### config.mk
export PLATFORM = sky130hd
export DESIGN_NAME = c_phase_seq
export DESIGN_NICKNAME = d
export VERILOG_FILES = /design/src/rtl/c_phase_seq_pkg.sv /design/src/rtl/c_phase_cnt.sv /design/src/rtl/c_phase_seq.sv
export SDC_FILE = /design/constraint.sdc
export NUM_CORES = 1
export LEC_CHECK = 0
export ABC_AREA = 1
export CAP_MARGIN = 20
export CELL_PAD_IN_SITES_DETAIL_PLACEMENT = 1
export CELL_PAD_IN_SITES_GLOBAL_PLACEMENT = 1
export CORE_MARGIN = 2
export CORE_UTILIZATION = 37
export DETAILED_ROUTE_END_ITERATION = 6
export GPL_TIMING_DRIVEN = 0
export PLACE_DENSITY = 0.82
export SETUP_SLACK_MARGIN = 0.3
export SLEW_MARGIN = 25
export SYNTH_ARGS = -nofsm -noshare
export SYNTH_HDL_FRONTEND = slang
export SYNTH_SLANG_ARGS = --single-unit
### constraint.sdc
create_clock -name CLK -period 2.5 [get_ports CLK]
set_clock_uncertainty 0.15 [all_clocks]
set_input_delay 0.5 -clock CLK [delete_from_list [all_inputs] [get_ports CLK]]
set_output_delay 0.5 -clock CLK [all_outputs]
set_load 0.01 [all_outputs]
### src/rtl/c_phase_seq_pkg.sv
// Shared types and constants for the VPE-array phase sequencer.
// Holds the state enum, RESULT codes and the state-to-phase decode.
package c_phase_seq_pkg;

    localparam int unsigned N_VPE_DEF = 12;

    typedef enum logic [2:0] {
        ST_IDLE = 3'd0,
        ST_SRAM = 3'd1,
        ST_VAR  = 3'd2,
        ST_PROC = 3'd3,
        ST_DONE = 3'd4
    } state_e;

    localparam logic [1:0] RES_NONE  = 2'b00;
    localparam logic [1:0] RES_SAT   = 2'b01;
    localparam logic [1:0] RES_LIMIT = 2'b10;

    // Mode lines presented to the clock/enable driver.
    typedef struct packed {
        logic sram_st;
        logic var_st;
        logic proc_st;
    } phase_t;

    function automatic phase_t phase_decode(input state_e s);
        phase_t p;
        p.sram_st = (s == ST_SRAM);
        p.var_st  = (s == ST_VAR);
        p.proc_st = (s == ST_PROC);
        return p;
    endfunction

    function automatic int unsigned max_u(input int unsigned a, input int unsigned b);
        return (a > b) ? a : b;
    endfunction

endpackage

### src/rtl/c_phase_cnt.sv
// Loadable down counter with wrap; shared by the VAR dwell count and the PROC phase count.
// tc_c flags the last count value (zero); an enabled count at zero reloads WRAP_VAL.
module c_phase_cnt
    #(
        parameter int unsigned CNT_W    = 4,
        parameter int unsigned WRAP_VAL = 11
    )
    (
        input  logic             clk,
        input  logic             rst,
        input  logic             load,
        input  logic [CNT_W-1:0] load_val,
        input  logic             en,
        output logic             tc_c
    );

    logic [CNT_W-1:0] cnt_q;
    logic [CNT_W-1:0] cnt_d;

    always_comb begin
        cnt_d = cnt_q;
        if (load) begin
            cnt_d = load_val;
        end else if (en) begin
            if (cnt_q == '0) begin
                cnt_d = CNT_W'(WRAP_VAL);
            end else begin
                cnt_d = cnt_q - CNT_W'(1);
            end
        end
    end

    always_ff @(posedge clk) begin
        if (rst) begin
            cnt_q <= '0;
        end else begin
            cnt_q <= cnt_d;
        end
    end

    assign tc_c = (cnt_q == '0);

endmodule

### src/rtl/c_phase_seq.sv
// Phase sequencer for the SAT accelerator VPE array: clause-SRAM load, variable init,
// then processing rounds until SAT or the round limit; drives the enable driver's mode lines.
module c_phase_seq
    import c_phase_seq_pkg::*;
    #(
        parameter int unsigned N_VPE   = N_VPE_DEF,
        parameter int unsigned ADDR_W  = 10,
        parameter int unsigned VAR_CYC = 4,
        parameter int unsigned ROUND_W = 16
    )
    (
        input  logic               CLK,
        input  logic               RESET,
        input  logic               START,
        input  logic [ADDR_W-1:0]  LOAD_LEN,
        input  logic [ROUND_W-1:0] MAX_ROUNDS,
        input  logic               SHUFFLE_EN,
        input  logic               LOAD_VALID,
        output logic               LOAD_READY,
        output logic               SRAM_WE,
        output logic [ADDR_W-1:0]  SRAM_ADDR,
        input  logic               SAT_FLAG,
        output logic               SRAM_STATE,
        output logic               VAR_STATE,
        output logic               PROC_STATE,
        output logic               SHUFFLE,
        output logic [ROUND_W-1:0] ROUND_CNT,
        output logic               DONE,
        output logic [1:0]         RESULT,
        output logic               BUSY
    );

    localparam int unsigned CNT_W = $clog2(max_u(max_u(N_VPE, VAR_CYC), 2));

    state_e             state_q,      state_d;
    logic [ADDR_W-1:0]  sram_addr_q,  sram_addr_d;
    logic [ADDR_W-1:0]  load_len_q,   load_len_d;
    logic [ROUND_W-1:0] max_rounds_q, max_rounds_d;
    logic               shuffle_en_q, shuffle_en_d;
    logic               shuffle_q,    shuffle_d;
    logic [ROUND_W-1:0] round_cnt_q,  round_cnt_d;
    logic [1:0]         result_q,     result_d;

    logic               cnt_load;
    logic [CNT_W-1:0]   cnt_load_val;
    logic               cnt_en;
    logic               cnt_tc_c;
    logic               sram_we_c;
    logic [ROUND_W-1:0] round_inc_c;
    phase_t             phase_c;

    assign phase_c   = phase_decode(state_q);
    assign sram_we_c = LOAD_VALID & phase_c.sram_st;

    // Round count saturates so an unbounded run never wraps back to zero.
    assign round_inc_c = (&round_cnt_q) ? round_cnt_q : round_cnt_q + ROUND_W'(1);

    c_phase_cnt #(
        .CNT_W    (CNT_W),
        .WRAP_VAL (N_VPE - 1)
    ) u_phase_cnt (
        .clk      (CLK),
        .rst      (RESET),
        .load     (cnt_load),
        .load_val (cnt_load_val),
        .en       (cnt_en),
        .tc_c     (cnt_tc_c)
    );

    always_comb begin
        state_d      = state_q;
        sram_addr_d  = sram_addr_q;
        load_len_d   = load_len_q;
        max_rounds_d = max_rounds_q;
        shuffle_en_d = shuffle_en_q;
        shuffle_d    = shuffle_q;
        round_cnt_d  = round_cnt_q;
        result_d     = result_q;
        cnt_load     = 1'b0;
        cnt_load_val = '0;
        cnt_en       = 1'b0;

        case (state_q)
            ST_IDLE: begin
                if (START) begin
                    load_len_d   = LOAD_LEN;
                    max_rounds_d = MAX_ROUNDS;
                    shuffle_en_d = SHUFFLE_EN;
                    sram_addr_d  = '0;
                    round_cnt_d  = '0;
                    shuffle_d    = 1'b0;
                    result_d     = RES_NONE;
                    if (LOAD_LEN == '0) begin
                        state_d      = ST_VAR;
                        cnt_load     = 1'b1;
                        cnt_load_val = CNT_W'(VAR_CYC - 1);
                    end else begin
                        state_d = ST_SRAM;
                    end
                end
            end

            ST_SRAM: begin
                if (sram_we_c) begin
                    sram_addr_d = sram_addr_q + ADDR_W'(1);
                    if (sram_addr_q == load_len_q - ADDR_W'(1)) begin
                        state_d      = ST_VAR;
                        cnt_load     = 1'b1;
                        cnt_load_val = CNT_W'(VAR_CYC - 1);
                    end
                end
            end

            ST_VAR: begin
                cnt_en = 1'b1;
                if (cnt_tc_c) begin
                    state_d      = ST_PROC;
                    cnt_load     = 1'b1;
                    cnt_load_val = CNT_W'(N_VPE - 1);
                end
            end

            ST_PROC: begin
                cnt_en = 1'b1;
                // SAT takes priority over a coinciding wrap and suppresses its round update.
                if (SAT_FLAG) begin
                    state_d  = ST_DONE;
                    result_d = RES_SAT;
                end else if (cnt_tc_c) begin
                    round_cnt_d = round_inc_c;
                    shuffle_d   = shuffle_q ^ shuffle_en_q;
                    if ((max_rounds_q != '0) && (round_inc_c == max_rounds_q)) begin
                        state_d  = ST_DONE;
                        result_d = RES_LIMIT;
                    end
                end
            end

            ST_DONE: begin
                state_d = ST_IDLE;
            end

            default: begin
                state_d = ST_IDLE;
            end
        endcase
    end

    always_ff @(posedge CLK) begin
        if (RESET) begin
            state_q      <= ST_IDLE;
            sram_addr_q  <= '0;
            load_len_q   <= '0;
            max_rounds_q <= '0;
            shuffle_en_q <= 1'b0;
            shuffle_q    <= 1'b0;
            round_cnt_q  <= '0;
            result_q     <= RES_NONE;
        end else begin
            state_q      <= state_d;
            sram_addr_q  <= sram_addr_d;
            load_len_q   <= load_len_d;
            max_rounds_q <= max_rounds_d;
            shuffle_en_q <= shuffle_en_d;
            shuffle_q    <= shuffle_d;
            round_cnt_q  <= round_cnt_d;
            result_q     <= result_d;
        end
    end

    assign LOAD_READY = phase_c.sram_st;
    assign SRAM_WE    = sram_we_c;
    assign SRAM_ADDR  = sram_addr_q;
    assign SRAM_STATE = phase_c.sram_st;
    assign VAR_STATE  = phase_c.var_st;
    assign PROC_STATE = phase_c.proc_st;
    assign SHUFFLE    = shuffle_q;
    assign ROUND_CNT  = round_cnt_q;
    assign DONE       = (state_q == ST_DONE);
    assign RESULT     = result_q;
    assign BUSY       = (state_q != ST_IDLE);

endmodule

==> results of run 1 <==
repair_timing:
action | CTS | global route
cloned | 0 | 1
endpoints found under the setup margin | 31 | 31
setup buffers | 8 | 10
resized for setup | 52 | 87
pin swaps | 5 | 27
cell usage in the layout, fill, tap and decap left out, types with 8 or more instances in the layout:
cell type	Yosys	layout
dfxtp_1	63	45
nor2_2	1	16
nand4_1	11	11
clkdlybuf4s50_1	0	59
a21oi_1	57	54
nand3_1	45	38
nor2_4	2	9
dfxtp_4	0	11
clkbuf_1	11	13
nand2_2	6	31
nor2_1	54	32
xor2_1	8	8
inv_1	77	69
nand2_1	161	132
clkbuf_8	0	9
buf_4	2	19
o21ai_0	39	38
registers in the layout (all words and copies together) (netlist names):
| register | cells |
|---|---|
| ROUND_CNT | 16 |
| max_rounds_q | 16 |
| SRAM_ADDR | 10 |
| load_len_q | 10 |
| u_phase_cnt.cnt_q | 4 |
| state_q | 3 |
| RESULT | 2 |
| SHUFFLE | 1 |
| shuffle_en_q | 1 |
kinds of logic after synthesis:
family          Yosys count  share of synthesized area
simple gates            302                      0.356
compound gates          105                      0.150
buf+inv                  96                      0.102
flops                    63                      0.340
xor+xnor                 15                     0.0391
fa+ha+maj                 4                     0.0135
per-stage QoR:
stage	instance area [um^2]	hold slack (ns)	total power, mW	setup WS [ns]
after floorplan	3730	0.280	1.48	0.314
after global placement	4560	0.288	1.67	-0.171
after detailed placement	4560	0.298	1.69	-0.238
after CTS	4870	0.309	2.45	0.149
after global routing	5250	0.334	2.64	-0.0391
final	5250	0.306	2.52	0.106
per-layer routing:
| metal | GRT usage | routed length, um | up-vias |
|---|---|---|---|
| met4 | 0.0859 | 329 | 0 |
| met3 | 0.0370 | 402 | 24 |
| met5 | 0 | 0 | - |
| met2 | 0.459 | 7440 | 92 |
| met1 | 0.259 | 5710 | 2093 |
| li1 | - | - | 2082 |
critical path, cell delays in order, from the launching register on:
cell and delay, ns:
dfxtp_2 0.40, nand2_1 0.10, nor2_1 0.35, nand4_1 0.23
nand2_1 0.15, nand2_1 0.08, nand2_1 0.06, nand2_1 0.06
nor2_2 0.12, nand3_2 0.11, o21bai_4 0.19, nand2_4 0.10
nand2_2 0.07, nand2_1 0.05, nor2_1 0.11
final cells by class:
cell class | count | share of cell area
inverters | 79 | 0.0580
multi-input cells | 426 | 0.456
clock buffers | 12 | 0.0258
clock inverters | 2 | 0.00191
flip-flops and latches | 63 | 0.250
well taps | 133 | 0.0317
plain buffers | 17 | 0.0191
repair buffers | 85 | 0.157
power by group:
part           total [mW]  switching, mW  internal, mW  leakage [nW]
clock               0.755          0.408         0.347        0.0761
sequential           1.10         0.0511          1.05         0.527
combinational       0.657          0.395         0.262          1.58
total                2.52          0.854          1.66          2.18
path summary, 6_finish.rpt:
| check | startpoint | endpoint | depth (start not counted) |
|---|---|---|---|
| min reg2reg | shuffle_en_q | shuffle_en_q | 2 |
| max | ROUND_CNT[6] | state_q[0] | 14 |
| max reg2reg | ROUND_CNT[6] | state_q[0] | 14 |
| min | shuffle_en_q | shuffle_en_q | 2 |
==> impl_metrics.yaml, run 1 <==
setup_path:
  cp.arrival_ns: 2.53
  worstPathMaxFanout: 6
  worst_setup_path_end_kind: "flop"
  r2r_slack_ns: 0.11
  worstPathRequired_ns: 2.64
  critPathLaunchType: "flop"
  crit_type: "flop to flop"
timing:
  hold_viol: 0
  final.setup.tns_ns: 0
  rsz0062_at_grt: "true"
  finalCritPeriodShare: 0.958
  tightest_slew_ns: 0.602
  fmax_mhz: 418
  slew_viol_final: 0
  finalSetupViolCount: 0
  fin_crit_ns: 2.39
  relSlewSlack: 0.599
cells_and_area:
  seq_area_um2: 1310
  n_antenna_cell: 0
  final_cells: 817
  areaGrowthSynthToFinish_pct: 41.2
  utilization: 0.537
  multi_input_area_um2: 2390
  fillCellCount: 1295
  drive_gt1_frac: 0.215
  layout.nets: 717
drt:
  wl_mm: 13.9
  drc: 0
  avgViaCountPerCell: 5.25
  ant_nets: 0
  drt-pass1-iter-count: 4
  drtIter0Drc: 104
  wl_per_cell_um: 17.0
  vias: 4291
place:
  hpwl_mm: 9.74
  place_congestion: 0.859
  place_inst: 784
  portBuffers: 66
floorplan:
  rows: 36
  fp.dieH_um: 104
  fp.dieArea_um2: 10900
  start_util: 0.380
  ios: 68
  fp.dieW_um: 104
  core_area_um2: 9770
synthesis:
  ys_ff_latch: 63
  netlist.area_leader.share: 0.340
  ys_warn_count: 0
  async_reset_ff_frac: 0
  synthDistinctLibCells: 35
  yosysSeqAreaShare: 0.340
  syn_nets: 621
  synth_area_per_cell_um2: 6.35
  synth_ff_type: "dfxtp_1"
  syn_area_um2: 3710
  syn_inst: 585
  synth_most_common_cell: "nand2_1"
  ys_top_cells_by_count: "161 x nand2_1, 77 x inv_1, 63 x dfxtp_1"
  synth_edf_count: 0
  yosys-top-cells-area: "dfxtp_1 34%, nand2_1 16%, inv_1 7.8%"
  synth.largest_area_cell: "dfxtp_1"
power_and_ir_drop:
  power_density_nw_per_um2: 480
  leakage_nw: 2.18
  ir_worst_vdd_mv: 0.296
clocking:
  htree_levels: 3
  clkLatencyLatePin_ns: 0.35
  cts.sinks: 63
  cts_inserted_buffers: 9
  clk_path_buf_depth: 2
  cts_root_buffer: "clkbuf_8"
  clkTransAtPathRegs_ns: 0.07
  tritoncts: "done"
  holdBufCountCts: 0
global_route:
  antenna_found_initial: 0
  grt_max_degree: 11
  grt_pass1_vias: 4406
  track_usage: 0.237
  grt_first_pass_wirelength_mm: 20.7
  grt_overflow: 0
status:
  status: "completed"
min_path:
  hold_class: "flop to flop"
run:
  max-cap-violations: 0
Note: power is estimated with default switching activity, not from simulation.
==> run 2: changes to the inputs <==
--- a/config.mk
+++ b/config.mk
@@ -10,10 +10,11 @@
 export CELL_PAD_IN_SITES_DETAIL_PLACEMENT = 1
 export CELL_PAD_IN_SITES_GLOBAL_PLACEMENT = 1
 export CORE_MARGIN = 2
-export CORE_UTILIZATION = 37
+export CORE_UTILIZATION = 39
 export DETAILED_ROUTE_END_ITERATION = 6
 export GPL_TIMING_DRIVEN = 0
-export PLACE_DENSITY = 0.82
+export HOLD_SLACK_MARGIN = 0.08
+export PLACE_DENSITY = 0.86
 export SETUP_SLACK_MARGIN = 0.3
 export SLEW_MARGIN = 25
 export SYNTH_ARGS = -nofsm -noshare
==> constraint.sdc (replaced) <==
create_clock -name CLK -period 3 [get_ports CLK]
set_clock_uncertainty 0.15 [all_clocks]
set_input_delay 0.6 -clock CLK [delete_from_list [all_inputs] [get_ports CLK]]
set_output_delay 0.6 -clock CLK [all_outputs]
set_load 0.01 [all_outputs]
==> run 2 against run 1 <==
Cell count down 2.4%. Die area down 4.9%. Sequential cell count unchanged. Register-to-register slack better by 0.33 ns. Wire length down 9.9%. Via count down 4.4%. Clock power up 14%. Count of clock-buffer cells in the layout up 1. Worst setup slack better by 0.22 ns. Non-clock buffer count down 18. Critical endpoint is now PROC_STATE. Final area down 8.5%. Total power down 9.7%.
==> impl_metrics.yaml, run 2 (synthesis gave the netlist of run 1 again) <==
status:
  status: "completed"
place:
  hpwl_mm: 9.69
  portBuffers: 66
  place_congestion: 0.838
  dp_slack_ns: 0.142
drt:
  wl_mm: 12.5
  drt-pass1-iter-count: 4
  ant_nets: 0
  drc: 0
  wl_per_cell_um: 15.7
  vias: 4101
  drtIter0Drc: 101
  avgViaCountPerCell: 5.15
power_and_ir_drop:
  leakage_nw: 2.03
  power_density_nw_per_um2: 473
  ir_worst_vdd_mv: 0.196
  p_total_mw: 2.27
setup_path:
  worst_setup_path_end_kind: "output pin"
  r2r_start: "ROUND_CNT[0]"
  r2r_slack_ns: 0.44
  r2r_end: "state_q[0]"
  crit_type: "flop to output pin"
  cp.arrival_ns: 1.93
  critPathLaunchType: "flop"
  worstPathMaxFanout: 5
  worstPathRequired_ns: 2.25
  r2r_cells: 17
floorplan:
  start_util: 0.402
  fp.dieH_um: 102
  ios: 68
  fp.dieArea_um2: 10300
  fp.dieW_um: 102
  core_area_um2: 9240
  rows: 35
timing:
  finalSetupViolCount: 0
  tightest_slew_ns: 0.619
  worst_slack_ns: 0.325
  finalCritPeriodShare: 0.892
  hold_viol: 0
  fin_crit_ns: 2.68
  rsz0062_at_grt: "true"
  fmax_mhz: 374
  slew_viol_final: 0
  relSlewSlack: 0.587
  final.setup.tns_ns: 0
  hold_ws_ns: 0.310
clocking:
  cts_root_buffer: "clkbuf_8"
  cts.sinks: 63
  clk_path_buf_depth: 2
  clkLatencyLatePin_ns: 0.36
  tritoncts: "done"
  clkTransAtPathRegs_ns: 0.07
  cts_inserted_buffers: 9
  htree_levels: 3
cells_and_area:
  areaGrowthSynthToFinish_pct: 29.2
  final_cell_mix: "161 x nand2_1, 77 x inv_1, 65 x clkdlybuf4s50_1, 59 x dfxtp_1, 57 x a21oi_1"
  layout.nets: 699
  multi_input_area_um2: 2100
  n_antenna_cell: 0
  drive_gt1_frac: 0.0689
  seq_area_um2: 1270
  fillCellCount: 1241
  final_common_cell: "nand2_1"
min_path:
  hold_class: "flop to flop"
  hold-path-cell-count: 1
  hold_path_end: "SHUFFLE"
  worstHoldStart: "SHUFFLE"
global_route:
  grt_first_pass_wirelength_mm: 20.4
  grt_max_degree: 11
  antenna_found_initial: 0
  grt_pass1_vias: 4260
  track_usage: 0.253
  grt_overflow: 0
run:
  max-cap-violations: 0
## run 2: cell count changes in the layout (fill, tap and decap cells not counted), moves of 6 or more
| cell | change |
|---|---|
| nand3_1 | +7 |
| nand2_2 | -25 |
| clkdlybuf4s50_1 | +6 |
| dfxtp_4 | -11 |
| inv_1 | +8 |
| nor2_4 | -7 |
| nor2_2 | -13 |
| nand2_1 | +29 |
| dfxtp_1 | +14 |
| buf_4 | -16 |
| nor2_1 | +20 |
## run 2: what timing repair did
item | in CTS | in global routing
pin swaps | 0 | 1
setup buffers | 0 | 1
hold buffers | 0 | 0
setup endpoints to repair | 7 | 9
resized for setup | 4 | 8
## run 2: report_power, final
group	internal [mW]	switching [mW]
Sequential	0.887	0.0376
Combinational	0.191	0.295
Clock	0.513	0.347
## run 2: critical path: stages, from the launching register on
cell             delay, ns
dfxtp_2               0.40
inv_1                 0.08
nor2_2                0.18
inv_1                 0.13
nor2_1                0.21
clkdlybuf4s50_1       0.58
## run 2: cell type report
type	instances	area share
Inverter	79	0.0618
Clock inverter	3	0.0136
Buffer	17	0.0175
Clock buffer	13	0.0331
Multi-Input combinational cell	426	0.437
Timing Repair Buffer	67	0.140
Sequential cell	63	0.264
Tap cell	129	0.0336
## run 2: worst max path at each step
stage / end / cells past startpoint / from
after global routing: PROC_STATE / 5 / state_q[1]
after CTS: PROC_STATE / 5 / state_q[1]
after detailed placement: ROUND_CNT[6] / 8 / START
after floorplan: state_q[0] / 17 / ROUND_CNT[0]
final: PROC_STATE / 5 / state_q[1]
after global placement: ROUND_CNT[11] / 8 / START
## run 2: metal layers
layer	GRT usage	part of all wire	wire length [um]	vias up
met3	0.0297	0.033	409	23
met1	0.287	0.42	5260	1954
met4	0.0977	0.022	280	0
met5	0	0	0	-
met2	0.480	0.52	6560	83
li1	-	-	-	2041
## run 2: through the flow
step / instance area (um^2) / cells / utilization
CTS: 4770 / 796 / 0.517
global route: 4800 / 797 / 0.520
detailed placement: 4540 / 780 / 0.491
global placement: 4540 / 780 / 0.491
finish: 4800 / 797 / 0.520
floorplan: 3710 / 585 / -
